--- config.mk ---
export PLATFORM = sky130hd
export DESIGN_NAME = adc_spi_reader
export DESIGN_NICKNAME = d
export VERILOG_FILES = /design/src/rtl/comptest_pkg.sv /design/src/rtl/clk_tick_gen.sv /design/src/rtl/adc_spi_reader.sv
export SDC_FILE = /design/constraint.sdc
export NUM_CORES = 1
export LEC_CHECK = 0
export ABC_AREA = 1
export BUFFER_PORTS_ARGS = -buffer_cell sky130_fd_sc_hd__buf_2
export CAP_MARGIN = 20
export CORE_ASPECT_RATIO = 0.8
export CORE_UTILIZATION = 61
export CTS_CLUSTER_DIAMETER = 50
export DETAILED_ROUTE_END_ITERATION = 6
export GPL_ROUTABILITY_DRIVEN = 1
export PLACE_DENSITY = 0.83
export SLEW_MARGIN = 20
export SYNTH_ARGS = -nofsm -noshare
export SYNTH_HDL_FRONTEND = slang
export SYNTH_SLANG_ARGS = --single-unit
--- constraint.sdc ---
create_clock -name clock_i -period 3.4 [get_ports clock_i]
set_input_delay 0.17 -clock clock_i [delete_from_list [all_inputs] [get_ports clock_i]]
set_output_delay 0.17 -clock clock_i [all_outputs]
set_load 0.02 [all_outputs]
--- src/rtl/comptest_pkg.sv ---
// Shared definitions for the ADC SPI reader.
//   state_e        : reader FSM states
//   DEF_DATA_BITS  : default conversion word width
//   DEF_DIV        : default divider exponent (sclk half-period = 2**(DIV-1) clocks)
package comptest_pkg;

    typedef enum logic [1:0] {
        StIdle  = 2'd0,
        StSetup = 2'd1,
        StShift = 2'd2,
        StHold  = 2'd3
    } state_e;

    localparam int unsigned DEF_DATA_BITS = 12;
    localparam int unsigned DEF_DIV       = 4;

endpackage

--- src/rtl/clk_tick_gen.sv ---
// Prescaler producing a one-cycle tick every 2**(DIV-1) clocks.
//   clock_i : system clock
//   reset_i : synchronous active-high reset
//   clear_i : holds the prescaler at zero and suppresses tick while high
//   tick_o  : one-cycle pulse at the end of each half-period
module clk_tick_gen
    import comptest_pkg::*;
#(
    parameter int unsigned DIV = DEF_DIV
) (
    input  logic clock_i,
    input  logic reset_i,
    input  logic clear_i,
    output logic tick_o
);

    localparam int unsigned H    = 2 ** (DIV - 1);
    localparam int unsigned CntW = (H > 1) ? $clog2(H) : 1;
    localparam logic [CntW-1:0] CntMax = CntW'(H - 1);

    logic [CntW-1:0] cnt_q, cnt_d;

    assign tick_o = ~clear_i & (cnt_q == CntMax);

    always_comb begin
        cnt_d = cnt_q;
        if (clear_i || tick_o) begin
            cnt_d = '0;
        end else begin
            cnt_d = cnt_q + 1'b1;
        end
    end

    always_ff @(posedge clock_i) begin
        if (reset_i) begin
            cnt_q <= '0;
        end else begin
            cnt_q <= cnt_d;
        end
    end

endmodule

--- src/rtl/adc_spi_reader.sv ---
// SPI reader for a serial ADC: one conversion word per adc_read rising edge.
// Frame: SETUP (cs low, sclk high, one half-period), SHIFT (DATA_BITS sclk
// periods, sdo sampled on each rising sclk), HOLD (cs high, one half-period).
//   clock_i      : system clock
//   reset_i      : synchronous active-high reset
//   adc_read_i   : read request, rising edge starts a frame
//   sdo_i        : serial data from the ADC, MSB first
//   cs_n_o       : chip select, active low
//   sclk_o       : serial clock, idles high
//   data_o       : last completed conversion word
//   data_valid_o : one-cycle pulse when data_o updates
//   busy_o       : high whenever the FSM is not idle
// Build option ADC_SPI_READER_CONTINUOUS_EN: after the first request, frames
// repeat back-to-back (HOLD -> SETUP) and further requests are ignored.
module adc_spi_reader
    import comptest_pkg::*;
#(
    parameter int unsigned DATA_BITS = DEF_DATA_BITS,
    parameter int unsigned DIV       = DEF_DIV
) (
    input  logic                 clock_i,
    input  logic                 reset_i,
    input  logic                 adc_read_i,
    input  logic                 sdo_i,
    output logic                 cs_n_o,
    output logic                 sclk_o,
    output logic [DATA_BITS-1:0] data_o,
    output logic                 data_valid_o,
    output logic                 busy_o
);

    localparam int unsigned BitCntW = $clog2(DATA_BITS + 1);
    localparam logic [BitCntW-1:0] LastBit = BitCntW'(DATA_BITS);

    state_e               state_q;
    logic                 adc_q;
    logic [DATA_BITS-1:0] shift_q;
    logic [DATA_BITS-1:0] data_q;
    logic [BitCntW-1:0]   bit_cnt_q;
    logic                 cs_n_q;
    logic                 sclk_q;
    logic                 dv_q;
    logic                 busy_q;

    logic tick;
    logic start;
    logic prescale_clear;

    assign start = adc_read_i & ~adc_q;
    // Holding the prescaler clear in IDLE aligns the first tick to SETUP entry.
    assign prescale_clear = (state_q == StIdle);

    clk_tick_gen #(
        .DIV (DIV)
    ) u_tick (
        .clock_i (clock_i),
        .reset_i (reset_i),
        .clear_i (prescale_clear),
        .tick_o  (tick)
    );

    always_ff @(posedge clock_i) begin
        if (reset_i) begin
            state_q   <= StIdle;
            adc_q     <= 1'b0;
            shift_q   <= '0;
            data_q    <= '0;
            bit_cnt_q <= '0;
            cs_n_q    <= 1'b1;
            sclk_q    <= 1'b1;
            dv_q      <= 1'b0;
            busy_q    <= 1'b0;
        end else begin
            adc_q <= adc_read_i;
            dv_q  <= 1'b0;
            unique case (state_q)
                StIdle: begin
                    if (start) begin
                        state_q   <= StSetup;
                        cs_n_q    <= 1'b0;
                        sclk_q    <= 1'b1;
                        busy_q    <= 1'b1;
                        bit_cnt_q <= '0;
                        shift_q   <= '0;
                    end
                end
                StSetup: begin
                    if (tick) begin
                        state_q <= StShift;
                        sclk_q  <= 1'b0;
                    end
                end
                StShift: begin
                    if (tick) begin
                        if (!sclk_q) begin
                            // Rising sclk: capture the bit the ADC is presenting.
                            sclk_q    <= 1'b1;
                            shift_q   <= {shift_q[DATA_BITS-2:0], sdo_i};
                            bit_cnt_q <= bit_cnt_q + 1'b1;
                        end else if (bit_cnt_q == LastBit) begin
                            // sclk stays high into HOLD instead of falling.
                            state_q <= StHold;
                            cs_n_q  <= 1'b1;
                        end else begin
                            sclk_q <= 1'b0;
                        end
                    end
                end
                StHold: begin
                    if (tick) begin
                        data_q <= shift_q;
                        dv_q   <= 1'b1;
`ifdef ADC_SPI_READER_CONTINUOUS_EN
                        state_q   <= StSetup;
                        cs_n_q    <= 1'b0;
                        bit_cnt_q <= '0;
                        shift_q   <= '0;
`else
                        state_q <= StIdle;
                        busy_q  <= 1'b0;
`endif
                    end
                end
                default: begin
                    state_q <= StIdle;
                    cs_n_q  <= 1'b1;
                    sclk_q  <= 1'b1;
                    busy_q  <= 1'b0;
                end
            endcase
        end
    end

    assign cs_n_o       = cs_n_q;
    assign sclk_o       = sclk_q;
    assign data_o       = data_q;
    assign data_valid_o = dv_q;
    assign busy_o       = busy_q;

endmodule

==> results.sh, run 1 <==
export IMPL_ctsRootBufferMaster="clkbuf_4"
export IMPL_fin_setup_tns_ns=0
export IMPL_placed_cell_area_um2=1790
export IMPL_grt_max_degree=30
export IMPL_synth_top_area_share_pct=44.7
export IMPL_arrival_ns=2.27
export IMPL_ys_types=21
export IMPL_route_met2_wl_um=1240
export IMPL_yosysWarnings=0
export IMPL_hpwl_um=2030
export IMPL_dieArea_um2=3000
export IMPL_io_buffers=19
export IMPL_drc=0
export IMPL_num_vias=1373
export IMPL_dr_pass1_iters=4
export IMPL_rrSetupSlack_ns=1.34
export IMPL_via_per_inst=4.80
export IMPL_fin_nets=264
export IMPL_core_area_um2=2540
export IMPL_initial_core_util_pct=66.9
export IMPL_synth_area_um2=1700
export IMPL_die_x_um=61.0
export IMPL_syn_area_per_cell_um2=7.36
export IMPL_wl_um=2860
export IMPL_min_period_ns=2.06
export IMPL_ant_nets=0
export IMPL_hold_buffers=0
export IMPL_finClkSkew_ns=0.0117
export IMPL_cp_data_required_time_ns=3.60
export IMPL_dieHeight_um=49.2
export IMPL_timing_rr_end="data_o[11]"
export IMPL_dr_wl_met3_um=102
export IMPL_clk_latency_ns=0.34
export IMPL_max_freq_mhz=485
export IMPL_synthArstFlopShare_pct=0
export IMPL_drt_met1_wl_um=1480
export IMPL_syn_to_final_growth_pct=10.0
export IMPL_hp_class="input port to register"
export IMPL_drtIter0Drc=49
export IMPL_grt_antenna_before_repair=0
export IMPL_hp_start="adc_read_i"
export IMPL_cts_buffer_depth=2
export IMPL_p_total_w=0.00142
export IMPL_cts_setup_buffers=0
export IMPL_cts_tree="yes"
export IMPL_finalCritPeriodShare_pct=60.7
export IMPL_setup_viol=0
export IMPL_ys_top_cells_by_area="dfxtp_1 (45%), nand2_1 (8.8%), inv_1 (8.2%)"
export IMPL_rows=16
export IMPL_grtUsageTotal_pct=22.6
export IMPL_cts_repair_resized=0
export IMPL_startpoint_type="register"
export IMPL_maxCapViolCount=0
export IMPL_yosys_area_top_type="dfxtp_1"
export IMPL_holdPathEnd="adc_q"
export IMPL_status="completed"
export IMPL_hold_depth=3
export IMPL_grt_remaining_overflow=0
export IMPL_ys_seq_elements=38
export IMPL_grt_pass1_wl_um=4940
export IMPL_ys_seq_area_share_pct=44.7
export IMPL_grt_pass1_vias=1136
export IMPL_cts_sinks=38
export IMPL_fin_util_pct=73.6
export IMPL_syn_inst=231
export IMPL_stdcell_area_um2=1870
export IMPL_wire_per_inst_um=10.0
export IMPL_layout_setup_ws_ns=1.34
export IMPL_pin_count=20
export IMPL_path_clk_slew_ns=0.10
export IMPL_routed_top_layer="met4"
export IMPL_p_leak_nw=0.906
export IMPL_reg2reg_from="state_q[0]"
export IMPL_relSlewSlack_pct=41.7
export IMPL_gp_congestion=0.777
export IMPL_worst_setup_path_end_kind="register"
export IMPL_synth_ff_type="dfxtp_1"
export IMPL_synth_edf_count=0
export IMPL_antennaDiodeCount=0
export IMPL_dp_slack_ns=1.35
export IMPL_hold_viol=0
export IMPL_report_final_slew_viol_count=0
export IMPL_p_per_area_nw_per_um2=758
export IMPL_tightest_slew_ns=0.872
export IMPL_path_class="register to register"
export IMPL_drive_gt1_share_pct=14.8
export IMPL_cts_buffers=5
export IMPL_cp_max_fo=26
export IMPL_h_tree_depth=2
export IMPL_peakVddDrop_mv=0.536
export IMPL_worstRegToRegCells=6
export IMPL_rsz0062_at_grt="no"
export IMPL_synth_nets=245
[power by group]
part	total (W)	switching, W	internal (W)
Combinational	0.000548	0.000356	0.000191
Sequential	0.000561	0.0000488	0.000512
Clock	0.000309	0.000138	0.000171
[worst max-delay path: stages (launching register included)]
cell	delay, ns
dfxtp_1	0.42
inv_1	0.11
ha_1	0.26
inv_2	0.08
nand3_1	0.59
o21ai_0	0.41
a21oi_1	0.06
[flip-flops by register name, summed over array words and instances (netlist names)]
register      count
data_o           12
u_tick.cnt_q      3
bit_cnt_q         4
data_valid_o      1
shift_q          12
busy_o            1
cs_n_o            1
sclk_o            1
state_q           2
adc_q             1
[logic make-up after synthesis]
logic type / count (synthesis) / synth area share, %
AO/OA/AOI/OAI: 45 / 13.6
adder cells (fa/ha/maj): 10 / 7.36
XOR/XNOR: 1 / 0.515
buffers and inverters: 51 / 13.0
AND/OR/NAND/NOR: 86 / 20.8
flip-flops: 38 / 44.7
[placed cells by master, fill, tap and decap left out]
master / instances
inv_2: 6
buf_2: 19
xnor2_1: 1
ha_1: 10
inv_1: 37
clkbuf_4: 5
dfxtp_1: 38
nand2_1: 40
clkbuf_8: 1
o21ai_1: 21
o21ai_2: 1
nand3_1: 10
o21ai_0: 6
a22oi_1: 1
bufinv_16: 1
nor2_4: 1
nand3_2: 1
buf_4: 1
nor2_1: 32
nor2_2: 1
a21oi_1: 16
nand4_1: 1
[routing by layer]
| layer | track usage [%] | vias up |
|---|---|---|
| met5 | 0 | - |
| met2 | 33.5 | 17 |
| met3 | 7.96 | 6 |
| li1 | - | 751 |
| met1 | 29.3 | 599 |
| met4 | 9.09 | 0 |
[synth_stat cells, drive strengths merged (2+ instances only)]
library cell and number:
dfxtp 38, a21oi 16, buf 6, inv 43
clkbuf 2, nor2 34, ha 10, o21ai 28
nand2 40, nand3 11
[per-stage QoR]
stage,hold slack (ns),std cells
6_report,0.0566,286
5_1_grt,0.0480,286
4_1_cts,0.0485,286
3_5_place_dp,0.407,279
3_3_place_gp,0.395,279
2_1_floorplan,0.239,231
[worst max path at each step]
stage                     from         end  slack (ns)  depth (start not counted)
floorplan           state_q[0]  shift_q[1]        1.75                         11
global placement    state_q[0]   data_o[0]        1.45                          6
detailed placement  state_q[0]  data_o[11]        1.35                          6
CTS                 state_q[0]  data_o[11]        1.34                          6
global route        state_q[0]   data_o[4]        0.98                          6
finish              state_q[0]  data_o[11]        1.34                          6
[final cells by class]
class,count,area (um^2)
sequential,38,761
inverter,43,161
clock inverter,1,30.0
clock buffer,6,51.3
tap,36,45.0
fill,224,672
multi-input combinational,142,719
timing repair buffer,20,103
Note: power is estimated with default switching activity, not from simulation.
==> run 2: changes to the inputs <==
ABC_AREA = 0   (was 1)
CORE_UTILIZATION = 51   (was 61)
PLACE_DENSITY = 0.74   (was 0.83)
clock period = 1.68 ns   (was 3.4 ns; I/O delays follow)
==> run 2 against run 1 <==
Against the previous run:
- sequential share of layout area fell by 1.9 points
- register-to-register slack lost 1.3 ns
- clock power is 110% higher
- die area increased by 16%
- setup slack lost 1.3 ns
- critical endpoint is now bit_cnt_q[2]
- largest power group unchanged
- highest routed layer unchanged
==> results.sh, run 2 <==
export IMPL_status="completed"
export IMPL_wl_um=3390
export IMPL_cts_tree="yes"
export IMPL_grt_pass1_wl_um=5450
export IMPL_hp_start="adc_read_i"
export IMPL_die_x_um=65.7
export IMPL_syn_to_final_growth_pct=18.7
export IMPL_dieArea_um2=3480
export IMPL_reg2reg_from="u_tick.cnt_q[0]"
export IMPL_ys_top_cells_by_area="dfxtp_1 (46%), nand2_1 (9.1%), ha_1 (7.6%)"
export IMPL_p_total_w=0.00229
export IMPL_h_tree_depth=2
export IMPL_synth_mux_area_fraction_pct=0.605
export IMPL_max_freq_mhz=628
export IMPL_path_cells="ha_1, ha_2, and4bb_2, buf_12, nor2_8, nor2_1, nor3_1"
export IMPL_hpwl_um=2400
export IMPL_synth_edf_count=0
export IMPL_drive_gt1_share_pct=25.8
export IMPL_critical_path_max_stage_delay_ns=0.31
export IMPL_startpoint_type="register"
export IMPL_yosysWarnings=0
export IMPL_grt_max_degree=27
export IMPL_holdPathEnd="adc_q"
export IMPL_synthAdderAreaFrac_pct=7.56
export IMPL_drc=0
export IMPL_fin_nets=230
export IMPL_cp_data_required_time_ns=1.90
export IMPL_grt_antenna_before_repair=0
export IMPL_layout_setup_ws_ns=0.0869
export IMPL_hold_depth=3
export IMPL_synth_simple_area_share_pct=24.1
export IMPL_setup_viol=0
export IMPL_path_class="register to register"
export IMPL_arrival_ns=1.81
export IMPL_relSlewSlack_pct=66.0
export IMPL_ys_types=35
export IMPL_ys_seq_area_share_pct=46.0
export IMPL_finalCritPeriodShare_pct=94.8
export IMPL_worstRegToRegCells=7
export IMPL_cts_buffer_depth=2
export IMPL_report_final_slew_viol_count=0
export IMPL_initial_core_util_pct=53.6
export IMPL_synthXorXnorAreaFrac_pct=0
export IMPL_ant_nets=0
export IMPL_maxCapViolCount=0
export IMPL_p_per_area_nw_per_um2=1170
export IMPL_synth_top_cells_by_count="nand2_1 (40), dfxtp_1 (38), a21oi_1 (19), nand3_1 (16)"
export IMPL_core_area_um2=3090
export IMPL_final_common_cell="nand2_1"
export IMPL_rrSetupSlack_ns=0.09
export IMPL_grt_remaining_overflow=0
export IMPL_hp_class="input port to register"
export IMPL_num_vias=1380
export IMPL_drtIter0Drc=62
export IMPL_tightest_slew_ns=0.509
export IMPL_synthArstFlopShare_pct=0
export IMPL_gp_congestion=0.839
export IMPL_worst_setup_path_end_kind="register"
export IMPL_rows=18
export IMPL_pin_count=20
export IMPL_syn_area_per_cell_um2=8.71
export IMPL_via_per_inst=5.37
export IMPL_yosys_area_top_type="dfxtp_1"
export IMPL_ys_seq_elements=38
export IMPL_synth_compound_area_share_pct=16.0
export IMPL_synth_ff_type="dfxtp_1"
export IMPL_io_buffers=19
export IMPL_syn_inst=190
export IMPL_cts_sinks=38
export IMPL_grtUsageTotal_pct=21.7
export IMPL_cp_max_fo=13
export IMPL_finClkSkew_ns=0.00720
export IMPL_cts_setup_buffers=0
export IMPL_critPathSlowestCell="dfxtp_1"
export IMPL_layout_common_cells="nand2_1 (40), dfxtp_1 (37), a21oi_1 (19), buf_2 (19), nand3_1 (16)"
export IMPL_synth_most_common_cell="nand2_1"
export IMPL_hold_viol=0
export IMPL_timing_rr_end="bit_cnt_q[2]"
export IMPL_antennaDiodeCount=0
export IMPL_cts_buffers=5
export IMPL_dp_slack_ns=0.0366
export IMPL_grt_pass1_vias=1204
export IMPL_synth_top_area_share_pct=46.0
export IMPL_clk_latency_ns=0.30
export IMPL_cts_repair_resized=0
export IMPL_path_clk_slew_ns=0.08
export IMPL_dieHeight_um=52.9
export IMPL_min_period_ns=1.59
export IMPL_dr_pass1_iters=4
export IMPL_wire_per_inst_um=13.2
export IMPL_peakVddDrop_mv=0.712
export IMPL_p_leak_nw=0.749
export IMPL_synth_top_family_by_area="simple AND/OR/NAND/NOR gates"
export IMPL_ctsRootBufferMaster="clkbuf_8"
export IMPL_synth_nets=204
export IMPL_nFillCells=259
export IMPL_hold_buffers=0
export IMPL_synth_area_um2=1650
run 2: changes by cell type after synthesis, sizes merged, moves of 2 or more:
cell,change
a21oi,+13
a31oi,+2
and2,+4
and4bb,+2
buf,+4
inv,-35
nand2b,+2
nand3,+5
nor2,-26
nor3,+3
o21ai,-24
run 2: how the worst max path moves through the flow:
stage | end | cells past startpoint | slack, ns | from
floorplan | bit_cnt_q[1] | 7 | 0.09 | state_q[0]
global placement | state_q[1] | 6 | 0.09 | state_q[1]
detailed placement | bit_cnt_q[1] | 7 | 0.04 | u_tick.cnt_q[0]
CTS | bit_cnt_q[2] | 7 | 0.01 | u_tick.cnt_q[0]
global route | bit_cnt_q[0] | 7 | -0.01 | u_tick.cnt_q[0]
finish | bit_cnt_q[2] | 7 | 0.09 | u_tick.cnt_q[0]
run 2: through the flow:
| stage | util, % | instances | instance area [um^2] | hold WS [ns] | TNS, ns |
|---|---|---|---|---|---|
| after CTS | 63.0 | 256 | 1940 | 0.0393 | 0 |
| after detailed placement | 59.9 | 248 | 1850 | 0.359 | 0 |
| final | 63.6 | 257 | 1960 | 0.0424 | 0 |
| after global placement | 59.9 | 248 | 1850 | 0.340 | 0 |
| after floorplan | - | 190 | 1650 | 0.213 | 0 |
| after global routing | 63.6 | 257 | 1960 | 0.0674 | -0.0524 |
run 2: area by class of cell:
class	count	area (um^2)	area share, %
Timing Repair Buffer	29	208	10.6
Clock buffer	6	82.6	4.21
Multi-Input combinational cell	134	818	41.7
Clock inverter	2	12.5	0.637
Sequential cell	38	762	38.8
Tap cell	40	50.0	2.55
Inverter	8	30.0	1.53
run 2: cell families (layout without fill, tap and decap cells):
logic type	after synthesis	in the layout
buffers and inverters	19	45
DFF	38	38
and+or+nand+nor	81	82
AOI/OAI and AO/OA	41	41
adders and majority gates	10	10
muxes	1	1
run 2: power breakdown:
part	switching [W]	leakage, nW	internal (W)
registers	0.0000411	0.308	0.000958
logic	0.000371	0.394	0.000264
clock network	0.000327	0.0472	0.000330
total	0.000739	0.749	0.00155
run 2: worst max-delay path, delay by kind of cell (launching register included):
family	cells	cell delay, ns
buf+inv	1	0.16
flops	1	0.31
fa+ha+maj	2	0.41
simple gates	4	0.63
run 2: layer usage:
layer | track usage [%] | vias to the layer above | routed length, um
met5 | 0 | - | 0
met2 | 33.2 | 32 | 1490
met4 | 13.0 | 0 | 65
met1 | 27.1 | 646 | 1690
met3 | 6.03 | 7 | 142
li1 | - | 695 | -
==> run 3: changes to the inputs <==
CORE_UTILIZATION = 40   (was 51)
PLACE_DENSITY = default   (was 0.74)
==> run 3 against run 2 <==
Against the previous run:
- count of clock-buffer cells in the layout down 1
- largest cell class unchanged
- sequential power about the same
- die area up 26%
- hold slack better by 0.018 ns
==> results.sh, run 3 (synthesis results as in run 2) <==
export IMPL_finalCritPeriodShare_pct=95.3
export IMPL_cts_buffers=5
export IMPL_internal_power_w=0.00189
export IMPL_dieHeight_um=59.5
export IMPL_min_period_ns=1.60
export IMPL_pin_count=20
export IMPL_cp_data_required_time_ns=1.89
export IMPL_timing_rr_end="bit_cnt_q[3]"
export IMPL_status="completed"
export IMPL_hp_class="input port to register"
export IMPL_clkPwrFrac_pct=34.8
export IMPL_sequentialPowerShare_pct=37.5
export IMPL_path_class="register to register"
export IMPL_cts_tree="yes"
export IMPL_grt_pass1_vias=1246
export IMPL_h_tree_depth=2
export IMPL_cts_buffer_depth=2
export IMPL_drive_gt1_share_pct=28.8
export IMPL_crit_path_end="bit_cnt_q[3]"
export IMPL_num_vias=1382
export IMPL_report_final_slew_viol_count=0
export IMPL_switching_share_pct=29.2
export IMPL_gp_congestion=0.768
export IMPL_clk_latency_ns=0.29
export IMPL_wire_per_inst_um=12.2
export IMPL_peakVddDrop_mv=0.772
export IMPL_switchingPower_w=0.000780
export IMPL_grt_antenna_before_repair=0
export IMPL_tightest_slew_ns=0.448
export IMPL_via_per_inst=4.99
export IMPL_syn_to_final_growth_pct=24.8
export IMPL_initial_core_util_pct=42.6
export IMPL_cts_sinks=38
export IMPL_drtIter0Drc=155
export IMPL_io_buffers=19
export IMPL_max_freq_mhz=625
export IMPL_reg2reg_from="u_tick.cnt_q[0]"
export IMPL_core_area_um2=3880
export IMPL_p_comb_share_pct=27.7
export IMPL_dr_pass1_iters=4
export IMPL_final_common_cell="nand2_1"
export IMPL_drc=0
export IMPL_arrival_ns=1.82
export IMPL_maxCapViolCount=0
export IMPL_setup_viol=0
export IMPL_rrSetupSlack_ns=0.08
export IMPL_fin_util_pct=53.2
export IMPL_path_clk_slew_ns=0.07
export IMPL_multiInputGateArea_um2=835
export IMPL_grtUsageTotal_pct=17.8
export IMPL_hold_viol=0
export IMPL_rows=20
export IMPL_regArea_um2=762
export IMPL_grt_max_degree=19
export IMPL_crit_start="u_tick.cnt_q[0]"
export IMPL_nFillCells=370
export IMPL_worstRegToRegCells=8
export IMPL_wl_um=3380
export IMPL_p_per_area_nw_per_um2=1290
export IMPL_relSlewSlack_pct=69.8
export IMPL_antennaDiodeCount=0
export IMPL_hpwl_um=2400
export IMPL_die_x_um=73.9
export IMPL_fin_nets=235
export IMPL_fin_setup_tns_ns=0
export IMPL_hold_ws_ns=0.0603
export IMPL_ctsRootBufferMaster="clkbuf_8"
export IMPL_grt_remaining_overflow=0
export IMPL_startpoint_type="register"
export IMPL_cp_max_fo=5
export IMPL_ant_nets=0
export IMPL_rsz0062_at_grt="yes"
export IMPL_grt_pass1_wl_um=5820
export IMPL_finClkSkew_ns=0.0103
export IMPL_worst_setup_path_end_kind="register"
export IMPL_p_leak_nw=0.791
export IMPL_layout_common_cells="nand2_1 (40), dfxtp_1 (37), a21oi_1 (19), buf_2 (19), nand3_1 (16)"
export IMPL_dieArea_um2=4400
-- run 3: cell count changes in the layout (fill, tap and decap cells not counted), sizes merged --
cell	delta
buf	+6
bufinv	+2
clkbuf	-1
clkinvlp	-1
nor2	-1
-- run 3: worst min-delay path by stage --
stage,from,endpoint,cells after the start
2_1_floorplan,adc_read_i,adc_q,2
3_3_place_gp,adc_read_i,adc_q,3
3_5_place_dp,adc_read_i,adc_q,3
4_1_cts,adc_read_i,adc_q,3
5_1_grt,adc_read_i,adc_q,3
6_report,adc_read_i,adc_q,3
-- run 3: through the flow --
step | worst slack (ns) | total power (W) | area [um^2] | std cells
3_3_place_gp | 0.0799 | 0.00161 | 1850 | 264
6_report | 0.0793 | 0.00267 | 2060 | 277
5_1_grt | -0.0121 | 0.00282 | 2060 | 277
3_5_place_dp | -0.0213 | 0.00163 | 1850 | 264
2_1_floorplan | 0.0939 | 0.00145 | 1650 | 190
4_1_cts | 0.0240 | 0.00260 | 2020 | 276
-- run 3: layer usage --
layer,vias to the layer above,track usage [%],part of all wire [%]
met4,0,4.95,0.74
met3,4,5.10,3.0
met2,20,27.5,44
met1,653,24.4,52
li1,705,-,-
met5,-,0,0
-- run 3: cell type report --
class                           instances  share of cell area [%]
Clock buffer                            5                    3.33
Clock inverter                          3                    3.33
Inverter                                8                    1.45
Multi-Input combinational cell        133                    40.4
Sequential cell                        38                    36.9
Tap cell                               55                    3.33
Timing Repair Buffer                   35                    11.2
-- run 3: what timing repair did --
action                                 CTS  global route
resized for setup                        1            10
endpoints found under the hold margin    0             0
setup buffers                            4             1
setup endpoints to repair                5            19
hold buffers                             0             0
pin swaps                                1             1
-- run 3: critical path, cell delays in order (launching register included) --
cell and delay [ns]:
dfxtp_1 0.32, ha_2 0.20, ha_4 0.17, and4bb_2 0.24, buf_4 0.16, nor2_8 0.13
buf_4 0.13, nand2_1 0.04, a21oi_1 0.15
-- run 3: power by group through the flow --
stage	clock network (W)	registers (W)	logic, W
final	0.000930	0.00100	0.000739
after global routing	0.000995	0.00101	0.000818
after CTS	0.000945	0.000997	0.000662
after detailed placement	0	0.00102	0.000609
after global placement	0	0.00101	0.000596
after floorplan	0	0.00104	0.000407
